==> config.mk <==
export PLATFORM = sky130hd
export DESIGN_NAME = round_key_store_flat
export DESIGN_NICKNAME = d
export VERILOG_FILES = /design/src/rtl/round_key_store_pkg.sv /design/src/rtl/round_key_store_if.sv /design/src/rtl/round_key_store_regfile.sv /design/src/rtl/round_key_store.sv /design/src/flat_wrapper.sv
export SDC_FILE = /design/constraint.sdc
export NUM_CORES = 2
export LEC_CHECK = 0
export CAP_MARGIN = 20
export CORE_ASPECT_RATIO = 0.75
export CORE_MARGIN = 2
export CORE_UTILIZATION = 40
export CTS_CLUSTER_SIZE = 16
export DETAILED_ROUTE_END_ITERATION = 10
export PLACE_DENSITY = 0.64
export SETUP_SLACK_MARGIN = 0.4
export SLEW_MARGIN = 20
export SYNTH_ARGS = -nofsm -noshare
export SYNTH_HDL_FRONTEND = slang
export SYNTH_SLANG_ARGS = --single-unit
==> constraint.sdc <==
create_clock -name clk -period 4.05 [get_ports clk]
set_input_delay 0.405 -clock clk [delete_from_list [all_inputs] [get_ports clk]]
set_output_delay 0.405 -clock clk [all_outputs]
set_load 0.02 [all_outputs]
==> src/rtl/round_key_store_pkg.sv <==
// Shared types and constants for the AES-128 round key store.
// Provides the key/word/index types, the schedule length and the
// controller state encoding used by the store, its register file and
// its bus interface.
package round_key_store_pkg;

    localparam int NUM_ROUNDS = 10;
    localparam int KEY_WIDTH  = 128;
    localparam int NUM_SLOTS  = NUM_ROUNDS + 1;

    typedef logic [31:0]  word_t;
    typedef word_t [3:0]  key_t;        // word 3 is the most significant
    typedef logic [3:0]   round_idx_t;

    typedef enum logic [1:0] {
        IDLE,
        START,
        CAPTURE,
        READY
    } rks_fsm_e;

endpackage

==> src/rtl/round_key_store_if.sv <==
// Bus bundle around the round key store.
// Groups the host key load, the key expansion handshake, the round
// datapath read port and the status flags.
//   master : host / key expansion / round datapath side
//   slave  : round_key_store side
interface round_key_store_if;
    import round_key_store_pkg::*;

    logic       load_key;
    key_t       cipher_key;
    logic       start_expansion;
    key_t       prev_key;
    key_t       next_key;
    logic       finished_expansion;
    round_idx_t rd_round;
    key_t       rd_key;
    logic       keys_ready;
    logic       busy;
    logic       sched_err;

    modport master (
        output load_key, cipher_key, next_key, finished_expansion, rd_round,
        input  start_expansion, prev_key, rd_key, keys_ready, busy, sched_err
    );

    modport slave (
        input  load_key, cipher_key, next_key, finished_expansion, rd_round,
        output start_expansion, prev_key, rd_key, keys_ready, busy, sched_err
    );

endinterface

==> src/rtl/round_key_store_regfile.sv <==
// Eleven-slot round key storage.
// Ports:
//   clk, reset_n : clock, asynchronous active-low reset (clears all slots)
//   we/waddr/wdata : synchronous write port
//   raddr/rdata  : registered read port, out-of-range index reads zero
//   slot0        : live contents of slot 0 (the cipher key)
// A read and write of the same slot in one cycle returns the old contents.
module round_key_regfile
    import round_key_store_pkg::*;
(
    input  logic       clk,
    input  logic       reset_n,
    input  logic       we,
    input  round_idx_t waddr,
    input  key_t       wdata,
    input  round_idx_t raddr,
    output key_t       rdata,
    output key_t       slot0
);

    key_t mem [NUM_SLOTS];

    always_ff @(posedge clk or negedge reset_n) begin
        if (!reset_n) begin
            for (int i = 0; i < NUM_SLOTS; i++) begin
                mem[i] <= '0;
            end
        end else if (we && (waddr <= round_idx_t'(NUM_ROUNDS))) begin
            mem[waddr] <= wdata;
        end
    end

    always_ff @(posedge clk or negedge reset_n) begin
        if (!reset_n) begin
            rdata <= '0;
        end else if (raddr <= round_idx_t'(NUM_ROUNDS)) begin
            rdata <= mem[raddr];
        end else begin
            rdata <= '0;
        end
    end

    assign slot0 = mem[0];

endmodule

==> src/rtl/round_key_store.sv <==
// AES-128 round key store.
// Captures the cipher key into slot 0, kicks key expansion, captures the
// ten streamed round keys into slots 1..10 and serves any slot through a
// registered read port.
// Ports:
//   clk, reset_n : clock, asynchronous active-low reset
//   bus (slave)  : load_key/cipher_key in; start_expansion/prev_key out;
//                  next_key/finished_expansion in; rd_round in, rd_key out;
//                  keys_ready, busy, sched_err status out
//
// state   | meaning
// --------+---------------------------------------------------------
// IDLE    | no schedule held since reset
// START   | cipher key in slot 0, start_expansion pulsed this cycle
// CAPTURE | writing next_key into slot wr_idx (1..10)
// READY   | full schedule held, keys_ready asserted
module round_key_store
    import round_key_store_pkg::*;
(
    input  logic             clk,
    input  logic             reset_n,
    round_key_store_if.slave bus
);

    rks_fsm_e   state, state_nxt;
    round_idx_t wr_idx;
    logic       sched_err_q;
    logic       load_ok;
    logic       last_write;
    logic       start_c, busy_c, ready_c;
    logic       wr_en;
    round_idx_t wr_addr;
    key_t       wr_data;
    key_t       rd_data;
    key_t       slot0;

    assign load_ok    = bus.load_key && ((state == IDLE) || (state == READY));
    assign last_write = (wr_idx == round_idx_t'(NUM_ROUNDS));

    always_ff @(posedge clk or negedge reset_n) begin
        if (!reset_n) state <= IDLE;
        else          state <= state_nxt;
    end

    always_comb begin
        state_nxt = state;
        case (state)
            IDLE:    if (load_ok) state_nxt = START;
            START:   state_nxt = CAPTURE;
            CAPTURE: if (last_write) state_nxt = READY;
            READY:   if (load_ok) state_nxt = START;
            default: state_nxt = IDLE;
        endcase
    end

    always_comb begin
        start_c = 1'b0;
        busy_c  = 1'b0;
        ready_c = 1'b0;
        case (state)
            START:   begin start_c = 1'b1; busy_c = 1'b1; end
            CAPTURE: busy_c  = 1'b1;
            READY:   ready_c = 1'b1;
            default: ;
        endcase
    end

    // Counter alone decides termination; wr_idx rests at 0 outside CAPTURE.
    always_ff @(posedge clk or negedge reset_n) begin
        if (!reset_n)                            wr_idx <= '0;
        else if (state == START)                 wr_idx <= 4'd1;
        else if (state == CAPTURE && !last_write) wr_idx <= wr_idx + 4'd1;
        else                                     wr_idx <= '0;
    end

    // finished_expansion must coincide exactly with the last write.
    always_ff @(posedge clk or negedge reset_n) begin
        if (!reset_n)
            sched_err_q <= 1'b0;
        else if (load_ok)
            sched_err_q <= 1'b0;
        else if (state == CAPTURE && (bus.finished_expansion != last_write))
            sched_err_q <= 1'b1;
    end

    always_comb begin
        wr_en   = 1'b0;
        wr_addr = '0;
        wr_data = '0;
        if (load_ok) begin
            wr_en   = 1'b1;
            wr_data = bus.cipher_key;
        end else if (state == CAPTURE) begin
            wr_en   = 1'b1;
            wr_addr = wr_idx;
            wr_data = bus.next_key;
        end
    end

    round_key_regfile u_regfile (
        .clk     (clk),
        .reset_n (reset_n),
        .we      (wr_en),
        .waddr   (wr_addr),
        .wdata   (wr_data),
        .raddr   (bus.rd_round),
        .rdata   (rd_data),
        .slot0   (slot0)
    );

    assign bus.start_expansion = start_c;
    assign bus.busy            = busy_c;
    assign bus.keys_ready      = ready_c;
    assign bus.sched_err       = sched_err_q;
    assign bus.rd_key          = rd_data;
    assign bus.prev_key        = slot0;

endmodule

==> src/flat_wrapper.sv <==
// flat-port wrapper written by rule: the top's interface ports become plain ports
module round_key_store_flat import round_key_store_pkg::*;
  (clk, reset_n, bus_load_key, bus_cipher_key, bus_next_key, bus_finished_expansion, bus_rd_round, bus_start_expansion, bus_prev_key, bus_rd_key, bus_keys_ready, bus_busy, bus_sched_err);
  round_key_store_if bus_i ();
  input  logic clk;
  input  logic reset_n;
  input wire logic [$bits(bus_i.load_key)-1:0] bus_load_key;
  input wire logic [$bits(bus_i.cipher_key)-1:0] bus_cipher_key;
  input wire logic [$bits(bus_i.next_key)-1:0] bus_next_key;
  input wire logic [$bits(bus_i.finished_expansion)-1:0] bus_finished_expansion;
  input wire logic [$bits(bus_i.rd_round)-1:0] bus_rd_round;
  output wire logic [$bits(bus_i.start_expansion)-1:0] bus_start_expansion;
  output wire logic [$bits(bus_i.prev_key)-1:0] bus_prev_key;
  output wire logic [$bits(bus_i.rd_key)-1:0] bus_rd_key;
  output wire logic [$bits(bus_i.keys_ready)-1:0] bus_keys_ready;
  output wire logic [$bits(bus_i.busy)-1:0] bus_busy;
  output wire logic [$bits(bus_i.sched_err)-1:0] bus_sched_err;
  assign bus_i.load_key = bus_load_key;
  assign bus_i.cipher_key = bus_cipher_key;
  assign bus_i.next_key = bus_next_key;
  assign bus_i.finished_expansion = bus_finished_expansion;
  assign bus_i.rd_round = bus_rd_round;
  assign bus_start_expansion = bus_i.start_expansion;
  assign bus_prev_key = bus_i.prev_key;
  assign bus_rd_key = bus_i.rd_key;
  assign bus_keys_ready = bus_i.keys_ready;
  assign bus_busy = bus_i.busy;
  assign bus_sched_err = bus_i.sched_err;
  round_key_store u_core (.clk(clk), .reset_n(reset_n), .bus(bus_i));
endmodule
==> results.json <==
{
  "outcome": "finished clean",
  "num_vias": 49400,
  "syn-num-nets": 6869,
  "cp.arrival_ns": 3.79,
  "chipHeight_um": 359,
  "grt_use_total_pct": 23.3,
  "htreeDepth": 4,
  "drc": 0,
  "clk_latency_ns": 0.80,
  "layout-drive-gt1-share_pct": 8.29,
  "crit_family": "simple AND/OR/NAND/NOR gates",
  "seq_area_frac_synth_pct": 57.5,
  "cts_buffers": 156,
  "syn_to_final_growth_pct": 16.8,
  "die-area_um2": 171000,
  "power_density_nw_per_um2": 638,
  "fillers": 15300,
  "tightest_slew_ns": 1.10,
  "path_cells": "inv_1, ha_4, nand2_1, nor4_4, buf_12, nor2_1, a21oi_1",
  "cap_viol_max_count": 0,
  "final_max_slew_viol_count": 0,
  "combPwrFrac_pct": 28.8,
  "slew_headroom_pct": 26.5,
  "worstPathRequired_ns": 4.75,
  "final_cell_mix": "1543 x dfrtp_1, 1281 x a21oi_1, 1153 x nor2_1",
  "synth_seq_cells": 1543,
  "netlist_area_um2": 67100,
  "p_int_uw": 32700,
  "post-cts-setup-buffers": 0,
  "ctsResizeCount": 0,
  "regArea_um2": 38600,
  "synthDistinctLibCells": 33,
  "grt_pass1_wl_mm": 306,
  "rsz0062_at_grt": "no",
  "drtIter0Drc": 4590,
  "drt.antenna.violating_nets": 0,
  "start_util_pct": 40.2,
  "finalHoldViolCount": 0,
  "yosysWarnings": 0,
  "syn_area_per_cell_um2": 10.2,
  "cts_root_buf": "clkbuf_16",
  "finalCritPeriodShare_pct": 76.2,
  "final_common_cell": "dfrtp_1",
  "holdBufCountCts": 1,
  "cp_num_buf_inv": 2,
  "grt_max_degree": 180,
  "cts.sinks": 1543,
  "max_stage_delay_ns": 0.60,
  "die_w_um": 477,
  "holdWs_ns": 0.218,
  "grt_pass1_vias": 48900,
  "multi_input_area_um2": 24500,
  "peakVddDrop_mv": 0.449,
  "synth_enable_flop_cells": 0,
  "dp_hpwl_mm": 116,
  "p_clk_share_pct": 29.2,
  "fin_skew_ns": 0.0309,
  "setup_violations": 0,
  "path_clk_slew_ns": 0.06,
  "critPathSlowestCell": "ha_4",
  "sw_frac_of_total_pct": 34.7,
  "ios": 524,
  "synthCells": 6599,
  "async_reset_ff_share_pct": 100,
  "min_path_type": "in2async",
  "core_area_um2": 167000,
  "critPathMaxFanout": 148,
  "routed_wl_mm": 201,
  "clk_path_buf_depth": 3,
  "num_rows": 130,
  "antenna_found_initial": 7,
  "min_period_ns": 3.08,
  "grt_overflow": 0,
  "cts_tree": "done",
  "max_freq_mhz": 324,
  "seqPwrFrac_pct": 41.9,
  "ys.flop_type": "dfrtp_1",
  "nets": 6938,
  "drt-wirelength-per-cell_um": 22.3,
  "viasPerCell": 5.46,
  "dr.pass1.iters": 6,
  "numPortBuffers": 523,
  "setup_tns_ns": 0,
  "gp_congestion": 0.791,
  "crit_type": "reg2reg",
  "p_sw_uw": 17300,
  "endpoint_kind": "flop",
  "leakage_uw": 0.0341,
  "cp-start-kind": "flop"
}
[power groups by stage]
stage	sequential, µW	combinational, µW	clock, µW
detailed placement	21200	14400	0
finish	21000	14400	14600
floorplan	20700	9650	0
global placement	21100	14100	0
global route	21300	15900	15600
CTS	20900	14500	14900
[state kept, by name, summed over array words and instances, names as in the netlist]
register / count
u_core.state: 2
u_core.wr_idx: 4
u_core.u_regfile.slot0: 128
u_core.u_regfile.rdata: 128
u_core.u_regfile.mem: 1280
u_core.bus.sched_err: 1
[synth_stat cells, types with 3 or more instances]
master	count	area [µm²]
mux4_2	128	2880
nor4_4	5	106
nand2_1	390	1460
and3_1	128	801
clkbuf_1	228	856
mux2i_1	385	3850
nor2_1	1154	4330
or4b_1	3	30.0
buf_4	173	1300
buf_2	350	1750
buf_6	4	45.0
ha_1	6	75.1
buf_1	26	97.6
a221oi_1	128	1120
a21oi_1	1281	6410
dfrtp_1	1543	38600
o21ai_0	263	1320
o21ai_1	378	1890
inv_1	5	18.8
nor3_1	3	15.0
[per-layer routing]
| layer | track usage, % | up-vias | part of all wire, % |
|---|---|---|---|
| met5 | 0 | - | 0.013 |
| met4 | 6.39 | 4 | 2.1 |
| met3 | 3.96 | 272 | 5.9 |
| met2 | 38.1 | 1529 | 48 |
| met1 | 32.2 | 24800 | 44 |
| li1 | - | 22800 | - |
[through the flow]
step,area [µm²],worst slack (ns),instances,power [µW],utilization (%)
after floorplan,67100,1.93,6599,30400,-
after global placement,73200,0.828,8752,35200,43.8
after detailed placement,73200,0.758,8752,35600,43.8
after CTS,78400,1.02,9035,50400,46.9
after global routing,78400,0.778,9038,52800,46.9
final,78400,0.965,9039,50000,46.9
[cell families (layout without fill, tap and decap cells)]
family                   count (synthesis)  in the layout  share of synthesized area, %
buffers and inverters                  786            979                          6.06
adder cells (fa/ha/maj)                  6              6                         0.112
multiplexers                           513            513                          10.0
XOR/XNOR                                 3              3                        0.0392
flip-flops                            1543           1543                          57.5
AO/OA/AOI/OAI                         2053           2053                          16.0
other                                    0              3                             0
AND/OR/NAND/NOR                       1695           1695                          10.2
[path summary, 6_finish.rpt]
| check | slack (ns) | cells after the start | from | endpoint |
|---|---|---|---|---|
| worst max register to register | 0.97 | 7 | u_core.state[0] | u_core.u_regfile.mem[448] |
| worst min register to register | 0.48 | 2 | u_core.u_regfile.mem[127] | u_core.u_regfile.mem[127] |
| max in group asynchronous | 2.41 | 4 | reset_n | u_core.u_regfile.mem[942] |
| worst min-delay path | 0.22 | 2 | reset_n | u_core.u_regfile.mem[881] |
| worst max-delay path | 0.97 | 7 | u_core.state[0] | u_core.u_regfile.mem[448] |
| min in group clk | 0.30 | 4 | bus_rd_round[3] | u_core.u_regfile.rdata[58] |
[final cells by class]
class / count / area share [%]
Sequential cell: 1543 / 49.3
Multi-Input combinational cell: 4270 / 31.3
Timing Repair Buffer: 692 / 9.25
Clock buffer: 231 / 5.86
Tap cell: 2244 / 3.58
Clock inverter: 51 / 0.720
Inverter: 5 / 0.0303
Antenna cell: 3 / 0.00958
No activity file was read; power rests on OpenSTA's default activity.
